File: src/rtl/walk_stim_gen.sv
// Clocked walking-ones fill / walking-zeros drain stimulus source for a WIDTH-input gate block.
// Each pattern change is separated by DWELL cycles, and a TAIL period precedes the done pulse.
module walk_stim_gen #(
    parameter int WIDTH = 7,
    parameter int DWELL = 200,
    parameter int TAIL  = 700
) (
    input  logic                             clk,
    input  logic                             rst,
    input  logic                             start,
    input  logic                             abort,
    output logic [WIDTH-1:0]                 pattern,
    output logic                             step_strobe,
    output logic [$clog2(2*WIDTH+1)-1:0]     step_idx,
    output logic                             busy,
    output logic                             done
);

    localparam int IDX_W   = $clog2(2*WIDTH+1);
    localparam int MAX_CNT = (DWELL > TAIL) ? DWELL : TAIL;
    localparam int CNT_W   = (MAX_CNT > 1) ? $clog2(MAX_CNT) : 1;

    localparam logic [CNT_W-1:0] DWELL_LAST = CNT_W'(DWELL - 1);
    localparam logic [CNT_W-1:0] TAIL_LAST  = CNT_W'(TAIL - 1);
    localparam logic [CNT_W-1:0] CNT_ONE    = CNT_W'(1);
    localparam logic [IDX_W-1:0] FILL_LAST  = IDX_W'(WIDTH - 1);
    localparam logic [IDX_W-1:0] DRAIN_LAST = IDX_W'(2*WIDTH - 1);
    localparam logic [IDX_W-1:0] IDX_ONE    = IDX_W'(1);
    localparam logic [WIDTH-1:0] PAT_ONE    = WIDTH'(1);

    typedef enum logic [1:0] {S_IDLE, S_FILL, S_DRAIN, S_TAIL} state_t;

    state_t            state;
    logic [CNT_W-1:0]  cnt;

    // Abort is checked ahead of every state so it also overrides a same-cycle terminal count.
    always_ff @(posedge clk or posedge rst) begin
        if (rst) begin
            state       <= S_IDLE;
            cnt         <= '0;
            pattern     <= '0;
            step_strobe <= 1'b0;
            step_idx    <= '0;
            busy        <= 1'b0;
            done        <= 1'b0;
        end else begin
            step_strobe <= 1'b0;
            done        <= 1'b0;
            if (abort) begin
                state    <= S_IDLE;
                cnt      <= '0;
                pattern  <= '0;
                step_idx <= '0;
                busy     <= 1'b0;
            end else begin
                case (state)
                    S_IDLE: begin
                        if (start) begin
                            state    <= S_FILL;
                            cnt      <= '0;
                            pattern  <= '0;
                            step_idx <= '0;
                            busy     <= 1'b1;
                        end
                    end
                    S_FILL: begin
                        if (cnt == DWELL_LAST) begin
                            // p | (p+1) sets the lowest cleared bit
                            pattern     <= pattern | (pattern + PAT_ONE);
                            step_strobe <= 1'b1;
                            step_idx    <= step_idx + IDX_ONE;
                            cnt         <= '0;
                            if (step_idx == FILL_LAST) begin
                                state <= S_DRAIN;
                            end
                        end else begin
                            cnt <= cnt + CNT_ONE;
                        end
                    end
                    S_DRAIN: begin
                        if (cnt == DWELL_LAST) begin
                            // p & (p-1) clears the lowest set bit
                            pattern     <= pattern & (pattern - PAT_ONE);
                            step_strobe <= 1'b1;
                            step_idx    <= step_idx + IDX_ONE;
                            cnt         <= '0;
                            if (step_idx == DRAIN_LAST) begin
                                state <= S_TAIL;
                            end
                        end else begin
                            cnt <= cnt + CNT_ONE;
                        end
                    end
                    S_TAIL: begin
                        if (cnt == TAIL_LAST) begin
                            done  <= 1'b1;
                            busy  <= 1'b0;
                            cnt   <= '0;
                            state <= S_IDLE;
                        end else begin
                            cnt <= cnt + CNT_ONE;
                        end
                    end
                    default: begin
                        state <= S_IDLE;
                    end
                endcase
            end
        end
    end

endmodule
File: config.mk
export PLATFORM = sky130hd
export DESIGN_NAME = walk_stim_gen
export DESIGN_NICKNAME = d
export VERILOG_FILES = /design/src/rtl/walk_stim_gen.sv
export SDC_FILE = /design/constraint.sdc
export NUM_CORES = 1
export LEC_CHECK = 0
export CORE_MARGIN = 2
export CORE_UTILIZATION = 50
export DETAILED_ROUTE_END_ITERATION = 7
export DONT_BUFFER_PORTS = 1
export GPL_ROUTABILITY_DRIVEN = 1
export PLACE_DENSITY = 0.71
export REMOVE_ABC_BUFFERS = 1
export SLEW_MARGIN = 30
export SYNTH_ARGS = -nofsm -noshare
export SYNTH_HDL_FRONTEND = slang
export SYNTH_SLANG_ARGS = --single-unit
File: constraint.sdc
create_clock -name clk -period 2.2 [get_ports clk]
set_input_delay 0.22 -clock clk [delete_from_list [all_inputs] [get_ports clk]]
set_output_delay 0.22 -clock clk [all_outputs]
set_load 0.03 [all_outputs]
# [Word level (Yosys, flattened, before mapping)]
# Cells that the tools add are included.
[op_classes] add_sub_neg=4 eq_ne=14 mux=32 n_bitwise=2 n_reduce_logical=9
[ops] operator="$mux 10" n=4
[ops] operator="$pmux 10 s3" n=1
[ops] operator="$mux 7" n=4
[ops] operator="$pmux 7 s3" n=1
[ops] operator="$ne 3x3->1 const B" n=6
[ops] operator="$mux 2" n=7
[ops] operator="$mux 4" n=3
[ops] operator="$add 10x1->10 const B" n=1
[ops] operator="$eq 10x10->1 const B" n=1
[ops] operator="$eq 10x8->1 const B" n=1
[ops] operator="$mux 1" n=9
[ops] operator="$pmux 2 s4" n=1
[ops] operator="$pmux 4 s2" n=1
[ops] operator="$add 7x1->7 const B" n=1
[ops] operator="$and 7x7->7" n=1
[ops] operator="$or 7x7->7" n=1
[ops] operator="$sub 7x1->7 const B" n=1
[ops] operator="$reduce_and 3->1" n=2
[ops] operator="$reduce_and 6->1" n=1
[ops] operator="$reduce_bool 3->1" n=2
[ops] operator="$add 4x1->4 const B" n=1
[ops] operator="$eq 2x2->1 const B" n=2
[ops] operator="$eq 4x3->1 const B" n=1
[ops] operator="$eq 4x4->1 const B" n=1
[ops] operator="7 further kinds" n=7
[word_totals] ff_bits=26 input_bits=4 output_inout_bits=14 wordCells=68

# [Depth between registers and ports, before layout]
[depth] depth_word=5 mapped_depth=8 ltp_nobuf=7

# [Least setup slack after synthesis]
# No wires, ideal clock.
[synth_timing] kind="flip-flop to flip-flop" start="register state[0]" end="register state[0]" setup_time_ps=126 t_arrival_ps=1837 required_time_ps=2074 setup_slack_ps=237 path_stages_with_launch=9 n_path_buf=1 period_less_slack_ps=1963 path_cell_list="dfrtp_1 -> inv_1 -> ha_1 -> nand2b_1 -> nand2b_1 -> clkbuf_1 -> o311ai_1 -> and2_0 -> a311o_1"
[synth_between] elab_chain_len=3 elab_cells_between_ends=13 classes_between="eq/ne (9); mux (2); reduce/logical (2)"
[synth_lines] item="start, declared" line="33" text="state_t state;"
[synth_lines] item="start signal, assigned" line="39" text="state <= S_IDLE;"
[synth_lines] item="start signal, assigned" line="50" text="state <= S_IDLE;"
[synth_lines] item="start signal, assigned" line="59" text="state <= S_FILL;"
[synth_lines] item="$eq 2x2->1 (tied with other cells)" line="56" text="case (state)"
[synth_lines] item="$ne 3x3->1 (no source line) / $pmux 2 s4 (equally long branches)"
[synth_lines] item="$reduce_and 6->1 (no source line) / $mux 2 (equally long branches)"
# Several ways; a longest one is shown, not always the timed one.
# A chain may end at the register's enable or synchronous reset.

# [Worst setup path after layout]
[layout_timing] start="register state[1]" end="register pattern[4]"
[layout_between] elab_chain_len=3 elab_cells_between_ends=10 classes_between="eq/ne (5); mux (2); reduce/logical (3)"
[layout_lines] item="$eq 2x1->1 (tied with other cells)" line="56"
[layout_lines] item="$ne 3x3->1 (no source line) (tied with other cells)"
[layout_lines] item="$reduce_and 4->1 (no source line) / $mux 7 (equally long branches)"
[layout_lines] item="end signal, assigned" line="69" text="pattern <= pattern | (pattern + PAT_ONE);"
[layout_lines] item="end signal, assigned" line="83" text="pattern <= pattern & (pattern - PAT_ONE);"
[layout_lines] item="end, declared" line="12" text="output logic [WIDTH-1:0] pattern,"
# Several ways; a longest one is shown, not always the timed one.

==> impl_summary.log <==
INFO  metric hold_depth = 3
INFO  metric leakage = 0.811 nW
INFO  metric postSynthAreaPerCell = 9.40 µm²
INFO  metric ant_nets = 0
INFO  metric synth_enable_flop_cells = 0
INFO  metric nets = 202
INFO  metric clock.fmax = 494 MHz
INFO  metric ys_dominant_reg_cell = sky130_fd_sc_hd__dfrtp_1
INFO  metric root_cell_of_the_clock_tree = sky130_fd_sc_hd__clkbuf_4
INFO  metric detailedRoute.firstIterationViolations = 108
INFO  metric clk_buf_depth = 2
INFO  metric area_delta_synth_final = 9.33%
INFO  metric grt_overflow = 0
INFO  metric grt_usage = 0.200
INFO  metric gpl.final_weighted_congestion = 0.831
INFO  metric pwr_density_cell = 752 mW/mm²
INFO  metric timing.max_cap.violations = 0
INFO  metric timing.rr.start = state[1]
INFO  metric timing.critical_path.required = 2.41 ns
INFO  metric timing.hold.worst_endpoint = cnt[9]
INFO  metric die_height = 61.2 µm
INFO  metric synthesis.yosys.warnings = 0
INFO  metric layout.cells.most_common_list = sky130_fd_sc_hd__dfrtp_1 (26), sky130_fd_sc_hd__nand2_1 (23), sky130_fd_sc_hd__o21ai_0 (14), sky130_fd_sc_hd__buf_4 (14), sky130_fd_sc_hd__nor2_1 (10)
INFO  metric n_antenna_cell = 0
INFO  metric place_hpwl = 2.61 mm
INFO  metric clk_pin_slew_worst_paths = 0.13 ns
INFO  metric synth_simple_gate_area_share = 0.239
INFO  metric timing.critical_path.slowest_cell_delay = 0.43 ns
INFO  metric timing_hold_violations_final = 0
INFO  metric critical-path-slowest-cell = sky130_fd_sc_hd__dfrtp_1
INFO  metric min_from = abort
INFO  metric clock_tree.htree_level_count = 1
INFO  metric synth_async_sr_flop_share = 1.00
INFO  metric synth_compound_gate_area_share = 0.225
INFO  metric drcViolationCount = 0
INFO  metric synth_largest_area_cell = sky130_fd_sc_hd__dfrtp_1
INFO  metric latest_clock_arrival_within_the_worst_skew_pair = 0.31 ns
INFO  metric synthesis.area = 0.00164 mm²
INFO  metric totalNegativeSetupSlack = 0 ns
INFO  metric first_global_vias = 1341
INFO  metric floorplan.rows = 20
INFO  metric chipWidth = 61.2 µm
INFO  metric synth_cell_types = 48
INFO  metric synthXorXnorAreaFrac = 0.00536
INFO  metric drt_pass1_iterations = 4
INFO  metric critical_path.max_fanout = 11
INFO  metric setup-violations-final = 0
INFO  metric detail_route.vias_per_cell = 5.92
INFO  metric synthDominantCellAreaShare = 0.398
INFO  metric wl = 3.40 mm
INFO  metric final_area = 0.00179 mm²
INFO  metric core_area = 0.00308 mm²
INFO  metric number_of_placed_i_o_pins = 18
INFO  metric grt_max_degree = 27
INFO  metric io_buffer_count = 0
INFO  metric hold_path_class = input port to flop
INFO  metric route.detailed.wl_per_inst = 14.7 µm
INFO  metric reg2reg_slack = 0.18 ns
INFO  metric final-max-slew-violation-count = 0
INFO  metric netlist_instances = 174
INFO  metric initial_utilization = 0.531
INFO  metric sort_of_element_at_the_start_of_the_critical_path = flop
INFO  metric critical_path_class = flop to flop
INFO  metric num_vias = 1367
INFO  metric relSlewSlack = 0.662
INFO  metric tightestPinTransition = 0.499 ns
INFO  metric yosys_register_bits = 26
INFO  metric synth_adder_area_share = 0.0689
INFO  metric tritoncts.num_buffers = 3
INFO  metric rr_endpoint = pattern[4]
INFO  metric worst_path_cell_trace = inv_1, ha_1, and2b_2, a211o_2, o31ai_4, nor2_1, a32o_1
INFO  metric layout.cells.most_common = sky130_fd_sc_hd__dfrtp_1
INFO  metric setup.worst_path.end_class = flop
INFO  metric antenna_found_initial = 0
INFO  metric clock_sinks = 26
INFO  metric status = completed
INFO  metric place_area = 0.00173 mm²
INFO  metric clock_tree_from_tritoncts = done
INFO  metric logic_depth_of_the_worst_register_to_register_path = 7
INFO  metric unrepaired_setup_endpoints_after_global_routing = false
INFO  metric crit_arrival = 2.24 ns
INFO  metric vdd_drop_max = 0.000311 V
INFO  metric synth-seq-area-share = 0.398
INFO  metric period_minus_slack = 2.02 ns
INFO  metric synth_top_family_by_area = simple AND/OR/NAND/NOR gates
INFO  metric layout-drive-gt1-share = 0.144
INFO  metric post_synth_mux_area_share = 0.0122
INFO  metric finClkSkew = 0.00487 ns
INFO  metric die_area = 0.00374 mm²
INFO  metric netlist_top_cells_area = sky130_fd_sc_hd__dfrtp_1 (40%), sky130_fd_sc_hd__ha_1 (6.9%), sky130_fd_sc_hd__nand2_1 (5.3%)
INFO  metric timing.final.crit_share = 0.920
INFO  metric first_pass_grt_wire_length = 5.55 mm
-- cells by family (layout without fill, tap and decap cells) --
group                    Yosys count  in the layout
AND/OR/NAND/NOR                   72             72
AO/OA/AOI/OAI                     51             51
flip-flops                        26             26
buffers and inverters             13             26
adder cells (fa/ha/maj)            9              9
multiplexers                       2              2
XOR/XNOR                           1              1
-- metal layers --
layer	track usage	up-vias	wire length [µm]
li1	-	661	-
met1	0.213	653	1360
met2	0.377	42	1820
met3	0.0294	11	136
met4	0.106	0	80
met5	0	-	0
-- how the worst max path moves through the flow --
stage,slack (ns),cells past startpoint,end,startpoint
final,0.18,7,pattern[4],state[1]
after global routing,0.005,6,cnt[6],cnt[0]
after CTS,0.02,6,pattern[6],cnt[0]
after detailed placement,0.03,6,pattern[6],cnt[0]
after global placement,0.18,6,pattern[6],cnt[0]
after floorplan,0.21,7,cnt[4],state[0]
-- power breakdown --
part           internal, W  switching, W
clock network    0.0000641      0.000129
registers         0.000513     0.0000366
logic             0.000240      0.000362
total             0.000816      0.000528
-- state kept, by name (all words and copies together) (netlist names) --
register and flops:
busy 1, cnt 10, done 1, pattern 7, state 2, step_idx 4, step_strobe 1
-- through the flow --
step	power [W]	utilization	hold slack [ns]	cells	worst slack, ns
3_5_place_dp	0.00114	0.562	0.191	225	0.0307
5_1_grt	0.00143	0.581	0.147	231	0.00484
2_1_floorplan	0.000952	-	0.260	168	0.205
3_3_place_gp	0.00110	0.562	0.180	225	0.182
6_report	0.00134	0.581	0.147	231	0.175
4_1_cts	0.00134	0.576	0.141	230	0.0153
-- cells in the mapped netlist, drive strengths merged, types with 3 or more instances --
cell type	number
nand3	7
nand2b	5
nand2	23
nor2	10
nand4	4
dfrtp	26
clkbuf	4
o21ai	14
a21o	6
nor3b	3
inv	7
a21oi	6
ha	9
o31ai	5
or3	3
nor2b	4
and3	3
-- area by class of cell --
type	instances	area (µm²)
timing repair buffer	16	125
clock buffer	3	22.5
fill	285	1290
sequential	26	651
tap	44	55.1
inverter	7	26.3
multi-input combinational	135	908
-- worst max-delay path: cells and delay by family, from the launching register on --
kind	cells	cell delay [ns]
buffers and inverters	1	0.12
adder cells (fa/ha/maj)	1	0.26
flip-flops	1	0.43
AO/OA/AOI/OAI	3	0.75
AND/OR/NAND/NOR	2	0.36
-- what timing repair did --
item,in CTS,in global routing
endpoints found under the hold margin,27,0
resized for setup,0,1
setup buffers,0,1
hold buffers,2,0
setup endpoints to repair,0,5
No activity file was read; power rests on OpenSTA's default activity.
